File: src/rtl/ps2_pkg.sv
// ps2_pkg: shared definitions for the PS/2 host transmitter and the
// keyboard decoder.
//   ps2_state_t    host transmitter FSM states
//   ERR_*          err_code values reported by ps2_host_tx
//   SET_LED, ECHO  common keyboard command bytes
//   odd_parity()   PS/2 parity bit for a data byte
package ps2_pkg;

    typedef enum logic [2:0] {
        ST_IDLE      = 3'd0,
        ST_INHIBIT   = 3'd1,
        ST_RTS       = 3'd2,
        ST_SHIFT     = 3'd3,
        ST_ACK       = 3'd4,
        ST_WAIT_IDLE = 3'd5,
        ST_DONE      = 3'd6,
        ST_ERR       = 3'd7
    } ps2_state_t;

    localparam logic [1:0] ERR_NONE    = 2'b00;
    localparam logic [1:0] ERR_TIMEOUT = 2'b01;
    localparam logic [1:0] ERR_NOACK   = 2'b10;

    localparam logic [7:0] SET_LED = 8'hED;
    localparam logic [7:0] ECHO    = 8'hEE;

    // PS/2 uses odd parity: data bits plus parity bit hold an odd number of ones.
    function automatic logic odd_parity(input logic [7:0] d);
        return ~^d;
    endfunction

endpackage

File: src/rtl/ps2_sync_edge.sv
// ps2_sync_edge: brings the raw PS/2 pad levels into the clk domain and
// flags falling edges of the device clock.
//   clk, rst    system clock, synchronous active-high reset
//   ps2_clk_i   raw PS2_CLK pad level
//   ps2_data_i  raw PS2_DATA pad level
//   clk_s       synchronised PS2_CLK (2 flops)
//   data_s      synchronised PS2_DATA (2 flops)
//   clk_fall    high for one cycle after clk_s goes 1 -> 0
module ps2_sync_edge
    import ps2_pkg::*;
(
    input  logic clk,
    input  logic rst,
    input  logic ps2_clk_i,
    input  logic ps2_data_i,
    output logic clk_s,
    output logic data_s,
    output logic clk_fall
);

    logic clk_m;
    logic data_m;
    logic clk_d;

    // An idle PS/2 bus floats high, so every stage resets to 1; this keeps a
    // reset from manufacturing a phantom falling edge.
    always_ff @(posedge clk) begin
        if (rst) begin
            clk_m  <= 1'b1;
            clk_s  <= 1'b1;
            clk_d  <= 1'b1;
            data_m <= 1'b1;
            data_s <= 1'b1;
        end else begin
            clk_m  <= ps2_clk_i;
            clk_s  <= clk_m;
            clk_d  <= clk_s;
            data_m <= ps2_data_i;
            data_s <= data_m;
        end
    end

    assign clk_fall = clk_d & ~clk_s;

endmodule

File: src/rtl/ps2_host_tx.sv
// ps2_host_tx: sends one command byte from the host to a PS/2 device
// (inhibit, request-to-send, 11-bit frame clocked by the device, ack check).
//   INHIBIT_CYC   clk cycles PS2_CLK is held low before request-to-send
//   TIMEOUT_CYC   clk cycles allowed from clock release to the end of the ack
//   clk, rst      system clock, synchronous active-high reset
//   tx_valid      command byte offered
//   tx_data       command byte
//   tx_ready      high only in IDLE
//   ps2_clk_i     raw PS2_CLK pad level
//   ps2_data_i    raw PS2_DATA pad level
//   ps2_clk_oe    1 pulls PS2_CLK low, 0 releases it
//   ps2_data_oe   1 pulls PS2_DATA low, 0 releases it
//   busy          high whenever a transfer is in progress
//   done          one-cycle pulse: transfer acknowledged
//   err           one-cycle pulse: transfer failed
//   err_code      00 none, 01 timeout, 10 no-ack; held until the next accept
//   state_dbg     current FSM state
//
// Handshake: a byte is taken on a rising clk edge where tx_valid and
// tx_ready are both high. tx_ready is high only while idle; a tx_valid that
// arrives while busy is dropped, not queued, and the producer has to offer
// the byte again once tx_ready returns.
module ps2_host_tx
    import ps2_pkg::*;
#(
    parameter int INHIBIT_CYC = 10000,
    parameter int TIMEOUT_CYC = 2000000
) (
    input  logic       clk,
    input  logic       rst,
    input  logic       tx_valid,
    input  logic [7:0] tx_data,
    output logic       tx_ready,
    input  logic       ps2_clk_i,
    input  logic       ps2_data_i,
    output logic       ps2_clk_oe,
    output logic       ps2_data_oe,
    output logic       busy,
    output logic       done,
    output logic       err,
    output logic [1:0] err_code,
    output ps2_state_t state_dbg
);

    localparam int INH_W = $clog2(INHIBIT_CYC + 1);
    localparam int TO_W  = $clog2(TIMEOUT_CYC + 1);
    localparam logic [INH_W-1:0] INH_LAST = INH_W'(INHIBIT_CYC - 1);
    localparam logic [TO_W-1:0]  TO_MAX   = TO_W'(TIMEOUT_CYC);

    logic clk_s;
    logic data_s;
    logic clk_fall;

    ps2_sync_edge u_sync (
        .clk        (clk),
        .rst        (rst),
        .ps2_clk_i  (ps2_clk_i),
        .ps2_data_i (ps2_data_i),
        .clk_s      (clk_s),
        .data_s     (data_s),
        .clk_fall   (clk_fall)
    );

    ps2_state_t       state, state_n;
    logic [7:0]       data_q, data_n;
    logic             parity_q, parity_n;
    logic [INH_W-1:0] inh_cnt, inh_cnt_n;
    logic [3:0]       edge_cnt, edge_cnt_n;
    logic [TO_W-1:0]  to_cnt, to_cnt_n;
    logic [1:0]       err_code_n;
    logic             clk_oe_n, data_oe_n;
    logic             done_n, err_n, ready_n;
    logic             timed;

    // Every output is computed from the next state and registered together
    // with it, so the pad enables only ever change on a clock edge.
    always_comb begin
        state_n    = state;
        data_n     = data_q;
        parity_n   = parity_q;
        inh_cnt_n  = inh_cnt;
        edge_cnt_n = edge_cnt;
        to_cnt_n   = to_cnt;
        err_code_n = err_code;
        clk_oe_n   = 1'b0;
        data_oe_n  = ps2_data_oe;

        timed = (state == ST_RTS) || (state == ST_SHIFT) ||
                (state == ST_ACK) || (state == ST_WAIT_IDLE);

        // Saturating: the counter parks at TO_MAX rather than wrapping.
        if (timed && (to_cnt != TO_MAX)) begin
            to_cnt_n = to_cnt + TO_W'(1);
        end

        case (state)
            ST_IDLE: begin
                data_oe_n = 1'b0;
                if (tx_valid && tx_ready) begin
                    data_n     = tx_data;
                    parity_n   = odd_parity(tx_data);
                    err_code_n = ERR_NONE;
                    inh_cnt_n  = '0;
                    to_cnt_n   = '0;
                    clk_oe_n   = 1'b1;
                    data_oe_n  = (INH_LAST == '0);
                    state_n    = ST_INHIBIT;
                end
            end

            ST_INHIBIT: begin
                if (inh_cnt == INH_LAST) begin
                    // Release the clock while data stays low: the start bit
                    // doubles as the request-to-send.
                    data_oe_n  = 1'b1;
                    edge_cnt_n = '0;
                    to_cnt_n   = '0;
                    state_n    = ST_RTS;
                end else begin
                    inh_cnt_n = inh_cnt + INH_W'(1);
                    clk_oe_n  = 1'b1;
                    data_oe_n = (inh_cnt_n == INH_LAST);
                end
            end

            ST_RTS: begin
                data_oe_n = 1'b1;
                state_n   = ST_SHIFT;
            end

            ST_SHIFT: begin
                if (clk_fall) begin
                    // Falling edge number edge_cnt+1 selects the next bit.
                    edge_cnt_n = edge_cnt + 4'd1;
                    if (edge_cnt < 4'd8) begin
                        data_oe_n = ~data_q[edge_cnt[2:0]];
                    end else if (edge_cnt == 4'd8) begin
                        data_oe_n = ~parity_q;
                    end else begin
                        data_oe_n = 1'b0;
                        state_n   = ST_ACK;
                    end
                end
            end

            ST_ACK: begin
                data_oe_n = 1'b0;
                if (clk_fall) begin
                    if (!data_s) begin
                        state_n = ST_WAIT_IDLE;
                    end else begin
                        err_code_n = ERR_NOACK;
                        state_n    = ST_ERR;
                    end
                end
            end

            ST_WAIT_IDLE: begin
                data_oe_n = 1'b0;
                if (clk_s && data_s) begin
                    state_n = ST_DONE;
                end
            end

            ST_DONE, ST_ERR: begin
                data_oe_n = 1'b0;
                state_n   = ST_IDLE;
            end

            default: begin
                data_oe_n = 1'b0;
                state_n   = ST_IDLE;
            end
        endcase

        // Timeout wins over anything decided above, including an edge that
        // lands in the same cycle.
        if (timed && (to_cnt == TO_MAX)) begin
            clk_oe_n   = 1'b0;
            data_oe_n  = 1'b0;
            edge_cnt_n = edge_cnt;
            err_code_n = ERR_TIMEOUT;
            state_n    = ST_ERR;
        end

        done_n  = (state_n == ST_DONE);
        err_n   = (state_n == ST_ERR);
        ready_n = (state_n == ST_IDLE);
    end

    always_ff @(posedge clk) begin
        if (rst) begin
            state       <= ST_IDLE;
            data_q      <= '0;
            parity_q    <= 1'b0;
            inh_cnt     <= '0;
            edge_cnt    <= '0;
            to_cnt      <= '0;
            err_code    <= ERR_NONE;
            ps2_clk_oe  <= 1'b0;
            ps2_data_oe <= 1'b0;
            done        <= 1'b0;
            err         <= 1'b0;
            tx_ready    <= 1'b1;
            busy        <= 1'b0;
        end else begin
            state       <= state_n;
            data_q      <= data_n;
            parity_q    <= parity_n;
            inh_cnt     <= inh_cnt_n;
            edge_cnt    <= edge_cnt_n;
            to_cnt      <= to_cnt_n;
            err_code    <= err_code_n;
            ps2_clk_oe  <= clk_oe_n;
            ps2_data_oe <= data_oe_n;
            done        <= done_n;
            err         <= err_n;
            tx_ready    <= ready_n;
            busy        <= ~ready_n;
        end
    end

    assign state_dbg = state;

endmodule

File: config.mk
export PLATFORM = sky130hd
export DESIGN_NAME = ps2_host_tx
export DESIGN_NICKNAME = d
export VERILOG_FILES = /design/src/rtl/ps2_pkg.sv /design/src/rtl/ps2_sync_edge.sv /design/src/rtl/ps2_host_tx.sv
export SDC_FILE = /design/constraint.sdc
export NUM_CORES = 1
export LEC_CHECK = 0
export BUFFER_PORTS_ARGS = -buffer_cell sky130_fd_sc_hd__clkbuf_2
export CAP_MARGIN = 0
export CORE_ASPECT_RATIO = 1.2
export CORE_UTILIZATION = 60
export CTS_CLUSTER_DIAMETER = 150
export CTS_CLUSTER_SIZE = 24
export DETAILED_ROUTE_END_ITERATION = 10
export PLACE_DENSITY = 0.79
export SLEW_MARGIN = 30
export SYNTH_ARGS = -nofsm -noshare
export SYNTH_HDL_FRONTEND = slang
export SYNTH_SLANG_ARGS = --single-unit
File: constraint.sdc
create_clock -name clk -period 2.3 [get_ports clk]
set_input_delay 0.46 -clock clk [delete_from_list [all_inputs] [get_ports clk]]
set_output_delay 0.46 -clock clk [all_outputs]
set_load 0.05 [all_outputs]
==> out/summary.txt, run 1 <==
status - complete, no violations
Max-cap violations - 0
share of layout cells above drive strength 1 - 18.8%
DIE AREA - 5890 µm²
cells along the critical path - ha_1 -> and4b_1 -> and4_1 -> a21oi_2 -> or4_1 -> a21oi_1
DRC violations left - 0
Seq. cell area - 1280 µm²
peak supply drop - 552 µV
RSZ-0062 raised after global routing - false
pre-CTS WS - 247 ps
Synth Instances - 399
TNS Setup - 0 ps
delay-heaviest family, CP - simple AND/OR/NAND/NOR gates
Power Dens Cells - 655 nW/µm²
worst-path fanout max - 8
number of flops mapped to enable cells by yosys - 0
WP buf/inv - 0
fin crit share - 92.1%
Combinational Power Share - 11.1%
H-tree levels - 3
routed wire length per instance - 15.0 µm
Multi-input gate area - 1930 µm²
pin count of the biggest net entering global routing - 25
Reg clk slew, reported paths - 70 ps
Switching Fraction - 24.5%
CTS buffer count - 9
fraction of registers with async set or reset after synthesis - 0%
n_diodes - 0
Starting Density - 62.8%
fin. max-slew vios - 0
Int Pwr - 0.00187 W
Post-DRT Antenna Nets - 0
Sinks on Clock Net - 64
Syn Nets - 418
antenna violations before repair - 0
crit path kind - reg -> reg
reg2reg start - inh_cnt[0]
Worst EP arrival - 2380 ps
register area share after synthesis - 38.3%
fin worst setup slack - 182 ps
Longest Clk Path Bufs - 2
endpoints failing hold - 0
Slew headroom - 61.4%
CTS root buf - clkbuf_8
routed vias/inst - 6.01
I/O pin cnt - 24
startpoint class of the critical path - register
Most used DFF post-synth - dfxtp_1
Seq cells post-synth - 64
drt pass-1 iters - 4
Area Growth Syn to Fin - 13.1%
final setup skew - 5.35 ps
r2r setup slk - 180 ps
synthesized cell area - 3350 µm²
RD Place Congestion - 0.905
clock network latency to the later pin of the worst-skew pair - 330 ps
Placed Area - 3560 µm²
Synth cell types - 61
worst hold start - ps2_data_i
Final setup viols - 0
Max Clk Rate - 472 MHz
Critical-path top delay cell - or4_1
Pleak - 1.35 nW
overall power - 0.00248 W
Final min period - 2120 ps
Flop pwr share - 46.4%
Hold Path Class - in -> reg
Mean Syn Cell Area - 8.39 µm²
Worst Max-Slew Pin Slew - 571 ps
CP Launch Point - inh_cnt[0]
CTS tree - done
GRT overflow - 0
Critical Path RT - 2570 ps
critical path's largest stage delay - 480 ps
DIE WIDTH - 70.2 µm
core footprint - 5330 µm²
port buffer count - 23
vias in the first global route - 2841
clock power share - 42.5%
vias - 2963
first-pass GRT wire length - 12.8 mm
P_sw - 0.000608 W
Final Cell Area - 3790 µm²
Tot GR Track Use - 27.3%
# nets final - 445
Die Ht - 83.8 µm
crit end category - register
# fillers - 432
Row Count - 29
DP Wirelength - 5.35 mm
initial drt markers - 171
yosys warns - 0
DRT Wirelength - 7.40 mm
through the flow:
stage               cells  hold WS (ps)  utilization, %
floorplan             399           389               -
detailed placement    477           400            66.8
finish                493           311            71.1
CTS                   493           297            70.9
global route          493           300            71.1
global placement      477           391            66.8
final timing paths:
kind	endpoint	cells after the start
setup reg to reg	edge_cnt[3]	6
setup / recovery	edge_cnt[3]	6
hold / removal	u_sync.data_m	2
hold reg to reg	u_sync.clk_s	1
layout make-up:
| class | instances | share of cell area, % |
|---|---|---|
| timing repair buffer | 37 | 6.14 |
| multi-input combinational | 302 | 51.0 |
| clock inverter | 6 | 2.18 |
| tap | 62 | 2.05 |
| clock buffer | 10 | 3.63 |
| sequential | 64 | 33.8 |
| inverter | 12 | 1.19 |
cell families (layout without fill, tap and decap cells):
| family | count (synthesis) | in the layout | share of synthesized area (%) |
|---|---|---|---|
| DFF | 64 | 64 | 38.3 |
| xor gates and xnor gates | 30 | 30 | 8.07 |
| and+or+nand+nor | 187 | 187 | 31.5 |
| buffers and inverters | 33 | 65 | 4.22 |
| muxes | 5 | 5 | 2.28 |
| adders and majority gates | 6 | 6 | 2.24 |
| AOI/OAI and AO/OA | 74 | 74 | 13.4 |
power by group through the flow:
stage | Combinational, W | Sequential [W] | Clock (W)
4_1_cts | 0.000274 | 0.00115 | 0.00107
3_3_place_gp | 0.000269 | 0.00117 | 0
3_5_place_dp | 0.000274 | 0.00118 | 0
5_1_grt | 0.000299 | 0.00116 | 0.00113
2_1_floorplan | 0.000155 | 0.00120 | 0
6_report | 0.000275 | 0.00115 | 0.00105
registers in the layout, indices dropped and copies added (netlist names):
signal / count
to_cnt: 21
inh_cnt: 14
data_q: 8
edge_cnt: 4
state_dbg: 3
err_code: 2
busy: 1
done: 1
err: 1
parity_q: 1
ps2_clk_oe: 1
ps2_data_oe: 1
tx_ready: 1
u_sync.clk_d: 1
u_sync.clk_m: 1
u_sync.clk_s: 1
u_sync.data_m: 1
u_sync.data_s: 1
per-layer routing:
metal | part of all wire [%] | global-route usage (%) | vias to the layer above
li1 | - | - | 1468
met1 | 42 | 31.1 | 1416
met2 | 53 | 48.2 | 60
met3 | 2.9 | 4.71 | 19
met4 | 2.7 | 14.2 | 0
met5 | 0 | 0 | -
cell usage in the layout (no fill, tap or decap), drive strengths merged, types with 8 or more instances in the layout:
| cell | n |
|---|---|
| inv | 12 |
| nor2 | 39 |
| nand3 | 17 |
| nand2 | 41 |
| nor3 | 16 |
| xnor2 | 25 |
| nor4 | 9 |
| and4 | 8 |
| clkbuf | 33 |
| o21ai | 16 |
| a21oi | 34 |
| dfxtp | 64 |
| nor2b | 8 |
| buf | 14 |
Yosys cell counts, types with 3 or more instances:
library cell	number	share of area, %
nor2_2	3	0.56
inv_1	12	1.3
a31oi_1	4	0.75
and4_1	7	1.8
nand2_1	41	4.6
nor2_1	36	4.0
nand2b_1	3	0.56
or4_1	3	0.67
and3_1	6	1.1
nor4_1	6	1.1
nand3_1	17	2.5
a21oi_1	33	4.9
nor3_1	15	2.2
dfxtp_1	64	38
nand4_1	5	0.93
or3_1	4	0.75
xor2_1	4	1.0
nor2b_1	8	1.5
o21ai_0	15	2.2
xnor2_1	25	6.5
buf_2	4	0.60
ha_1	6	2.2
a211oi_1	3	0.67
nor3b_1	3	0.67
or2_2	7	1.3
nand3b_1	4	0.90
clkbuf_1	14	1.6
repair_timing:
action | in CTS | in global routing
setup endpoints to repair | 0 | 1
hold endpoints to repair | 0 | 0
buffers inserted | 0 | 0
hold buffers | 0 | 0
resized for setup | 0 | 1
Note: power is estimated with default switching activity, not from simulation.
==> inputs of run 2 (changes only) <==
Settings changed: SYNTH_HIERARCHICAL from default to 1.
==> out/summary.txt, run 2 <==
Starting Density - 62.7% (was 62.8%)
DIE AREA - 5880 µm² (was 5890 µm²)
CTS tree - done (unchanged)
RSZ-0062 raised after global routing - false (unchanged)
post-cts sizing count - 0 (unchanged)
Mean Syn Cell Area - 8.49 µm² (was 8.39 µm²)
DRT Wirelength - 7.00 mm (was 7.40 mm)
Post-DRT Antenna Nets - 0 (unchanged)
Synth cell types - 54 (was 61)
yosys warns - 6 (was 0)
Placed Area - 3520 µm² (was 3560 µm²)
pin count of the biggest net entering global routing - 25 (unchanged)
xor/xnor cell area share of the yosys netlist - 8.90% (was 8.07%)
vias in the first global route - 2621 (was 2841)
Sinks on Clock Net - 64 (unchanged)
clock network latency to the later pin of the worst-skew pair - 340 ps (was 330 ps)
H-tree levels - 3 (unchanged)
peak supply drop - 617 µV (was 552 µV)
Die Ht - 83.8 µm (about the same)
Seq cells post-synth - 64 (unchanged)
Critical Path RT - 2550 ps (was 2570 ps)
met3 Use GR - 5.19% (was 4.71%)
Row Count - 29 (unchanged)
Slew headroom - 62.9% (was 61.4%)
crit path kind - reg -> reg (unchanged)
DRC violations left - 0 (unchanged)
routed wire length per instance - 14.5 µm (was 15.0 µm)
Synth Instances - 394 (was 399)
Synth Area in Adders - 2.24% (about the same)
endpoints failing hold - 0 (unchanged)
hold buffer count at CTS - 0 (unchanged)
Hold Path Class - in -> reg (unchanged)
register area share after synthesis - 38.3% (about the same)
Reg clk slew, reported paths - 70 ps (about the same)
first-pass GRT wire length - 11.8 mm (was 12.8 mm)
compound-cell area share of the yosys netlist - 11.3% (was 13.4%)
initial drt markers - 123 (was 171)
Pleak - 1.31 nW (was 1.35 nW)
share of layout cells above drive strength 1 - 16.4% (was 18.8%)
Max Clk Rate - 483 MHz (was 472 MHz)
Syn Nets - 413 (was 418)
Top Usage Layer GRT - met2 (unchanged)
Worst Max-Slew Pin Slew - 552 ps (was 571 ps)
startpoint class of the critical path - register (unchanged)
CTS buffer count - 9 (unchanged)
list of most frequent post-synthesis cells - 64 x dfxtp_1, 63 x nor2_1, 30 x xnor2_1 (was 64 x dfxtp_1, 41 x nand2_1, 36 x nor2_1)
number of flops mapped to enable cells by yosys - 0 (unchanged)
post-CTS setup buffer count - 0 (unchanged)
final setup skew - 7.51 ps (was 5.35 ps)
Tot GR Track Use - 25.1% (was 27.3%)
Final Cell Area - 3730 µm² (was 3790 µm²)
Power Dens Cells - 641 nW/µm² (was 655 nW/µm²)
grt met2 use - 43.4% (was 48.2%)
fin. max-slew vios - 0 (unchanged)
worst-path fanout max - 15 (was 8)
leading area contributor after synthesis - dfxtp_1 (unchanged)
fin crit share - 90.1% (was 92.1%)
M1 GR Usage - 29.2% (was 31.1%)
Most used DFF post-synth - dfxtp_1 (unchanged)
max reg flops - 21 (unchanged)
GRT overflow - 0 (unchanged)
RD Place Congestion - 0.895 (was 0.905)
I/O pin cnt - 24 (unchanged)
commonest cells after routing, fill and taps aside - 62 x nor2_1, 62 x dfxtp_1, 30 x xnor2_1 (was 64 x dfxtp_1, 41 x nand2_1, 36 x nor2_1)
Largest regs - to_cnt x21, inh_cnt x14, data_q x8 (unchanged)
Area Growth Syn to Fin - 11.5% (was 13.1%)
drt pass-1 iters - 4 (unchanged)
antenna violations before repair - 0 (unchanged)
top cells by area, synth - dfxtp_1 38%, xnor2_1 7.9%, nor2_1 7.1% (was dfxtp_1 38%, xnor2_1 6.5%, a21oi_1 4.9%)
mux cell area share after synthesis - 4.90% (was 2.28%)
crit end category - register (unchanged)
CTS root buf - clkbuf_8 (unchanged)
n_diodes - 0 (unchanged)
port buffer count - 23 (unchanged)
Final min period - 2070 ps (was 2120 ps)
Longest Clk Path Bufs - 2 (unchanged)
most common cell in the netlist - dfxtp_1 (unchanged)
most flop-heavy register - to_cnt (unchanged)
core footprint - 5330 µm² (unchanged)
DP Wirelength - 5.12 mm (was 5.35 mm)
vias - 2834 (was 2963)
status - complete, no violations (unchanged)
# nets final - 436 (was 445)
Worst EP arrival - 2320 ps (was 2380 ps)
# fillers - 420 (was 432)
simple-gate portion of the synthesized area - 30.5% (was 31.5%)
TNS Setup - 0 ps (unchanged)
Final setup viols - 0 (unchanged)
Synth top area share - 38.3% (about the same)
synthesized cell area - 3340 µm² (was 3350 µm²)
routed vias/inst - 5.86 (was 6.01)
DIE WIDTH - 70.2 µm (about the same)
fraction of registers with async set or reset after synthesis - 0% (unchanged)
largest family of logic cells by synthesized area - simple AND/OR/NAND/NOR gates (unchanged)
Max-cap violations - 0 (unchanged)
## run 2: cell count changes after synthesis, sizes merged, moves of 4 or more
cell and change:
nand2 -27, nor2 +25, mux2i +11, a21oi -10, nand2b +8, buf +7, clkbuf -7, and4 -6
nand3 +6, xnor2 +5, nand4 +4, nor3 -4, or4 -4
## run 2: worst paths after layout
path,start,to,slack [ps],depth (start not counted)
worst min register to register,u_sync/clk_m,u_sync/clk_s,410,1
worst min-delay path,ps2_clk_i,u_sync/clk_m,300,2
worst max-delay path,inh_cnt[0],inh_cnt[13],230,8
worst max register to register,inh_cnt[0],inh_cnt[13],230,8
## run 2: logic make-up (layout without fill, tap and decap cells)
| family | after synthesis | count (layout) |
|---|---|---|
| xor+xnor | 34 | 34 |
| flops | 64 | 64 |
| mux | 15 | 15 |
| buf+inv | 30 | 58 |
| simple gates | 185 | 185 |
| fa+ha+maj | 6 | 6 |
| compound gates | 60 | 60 |
## run 2: critical path, cell delays in order (launching register included)
cell and delay, ps:
dfxtp_2 400, ha_2 240, and3_1 270, and4_1 280, nand2_2 140, o21ai_2 100, buf_4 230, a21oi_1 60
a211oi_1 270
## run 2: through the flow
stage	worst slack, ps	power, W	utilization, %	hold WS (ps)	cells
final	228	0.00239	69.9	298	484
after floorplan	280	0.00136	-	383	394
after CTS	106	0.00240	69.8	285	484
after detailed placement	116	0.00143	65.9	389	468
after global placement	184	0.00142	65.9	388	468
after global routing	32.2	0.00248	69.9	305	484
## run 2: metal layers
metal / vias to the layer above / share of wire (%)
li1: 1437 / -
met1: 1320 / 43
met2: 57 / 51
met3: 20 / 3.3
met4: 0 / 2.3
met5: - / 0
## run 2: cell type report
type	count	area (µm²)	share of cell area [%]
Inverter	9	33.8	0.906
Clock buffer	10	138	3.69
Timing Repair Buffer	33	190	5.10
Tap cell	62	77.6	2.08
Clock inverter	6	67.6	1.81
Sequential cell	64	1280	34.4
Multi-Input combinational cell	300	1940	52.0
## run 2: where the power goes
part | switching, W | internal, W | total (W)
sequential | 0.0000224 | 0.00114 | 0.00116
clock | 0.000455 | 0.000533 | 0.000988
combinational | 0.000153 | 0.0000904 | 0.000243
total | 0.000630 | 0.00176 | 0.00239
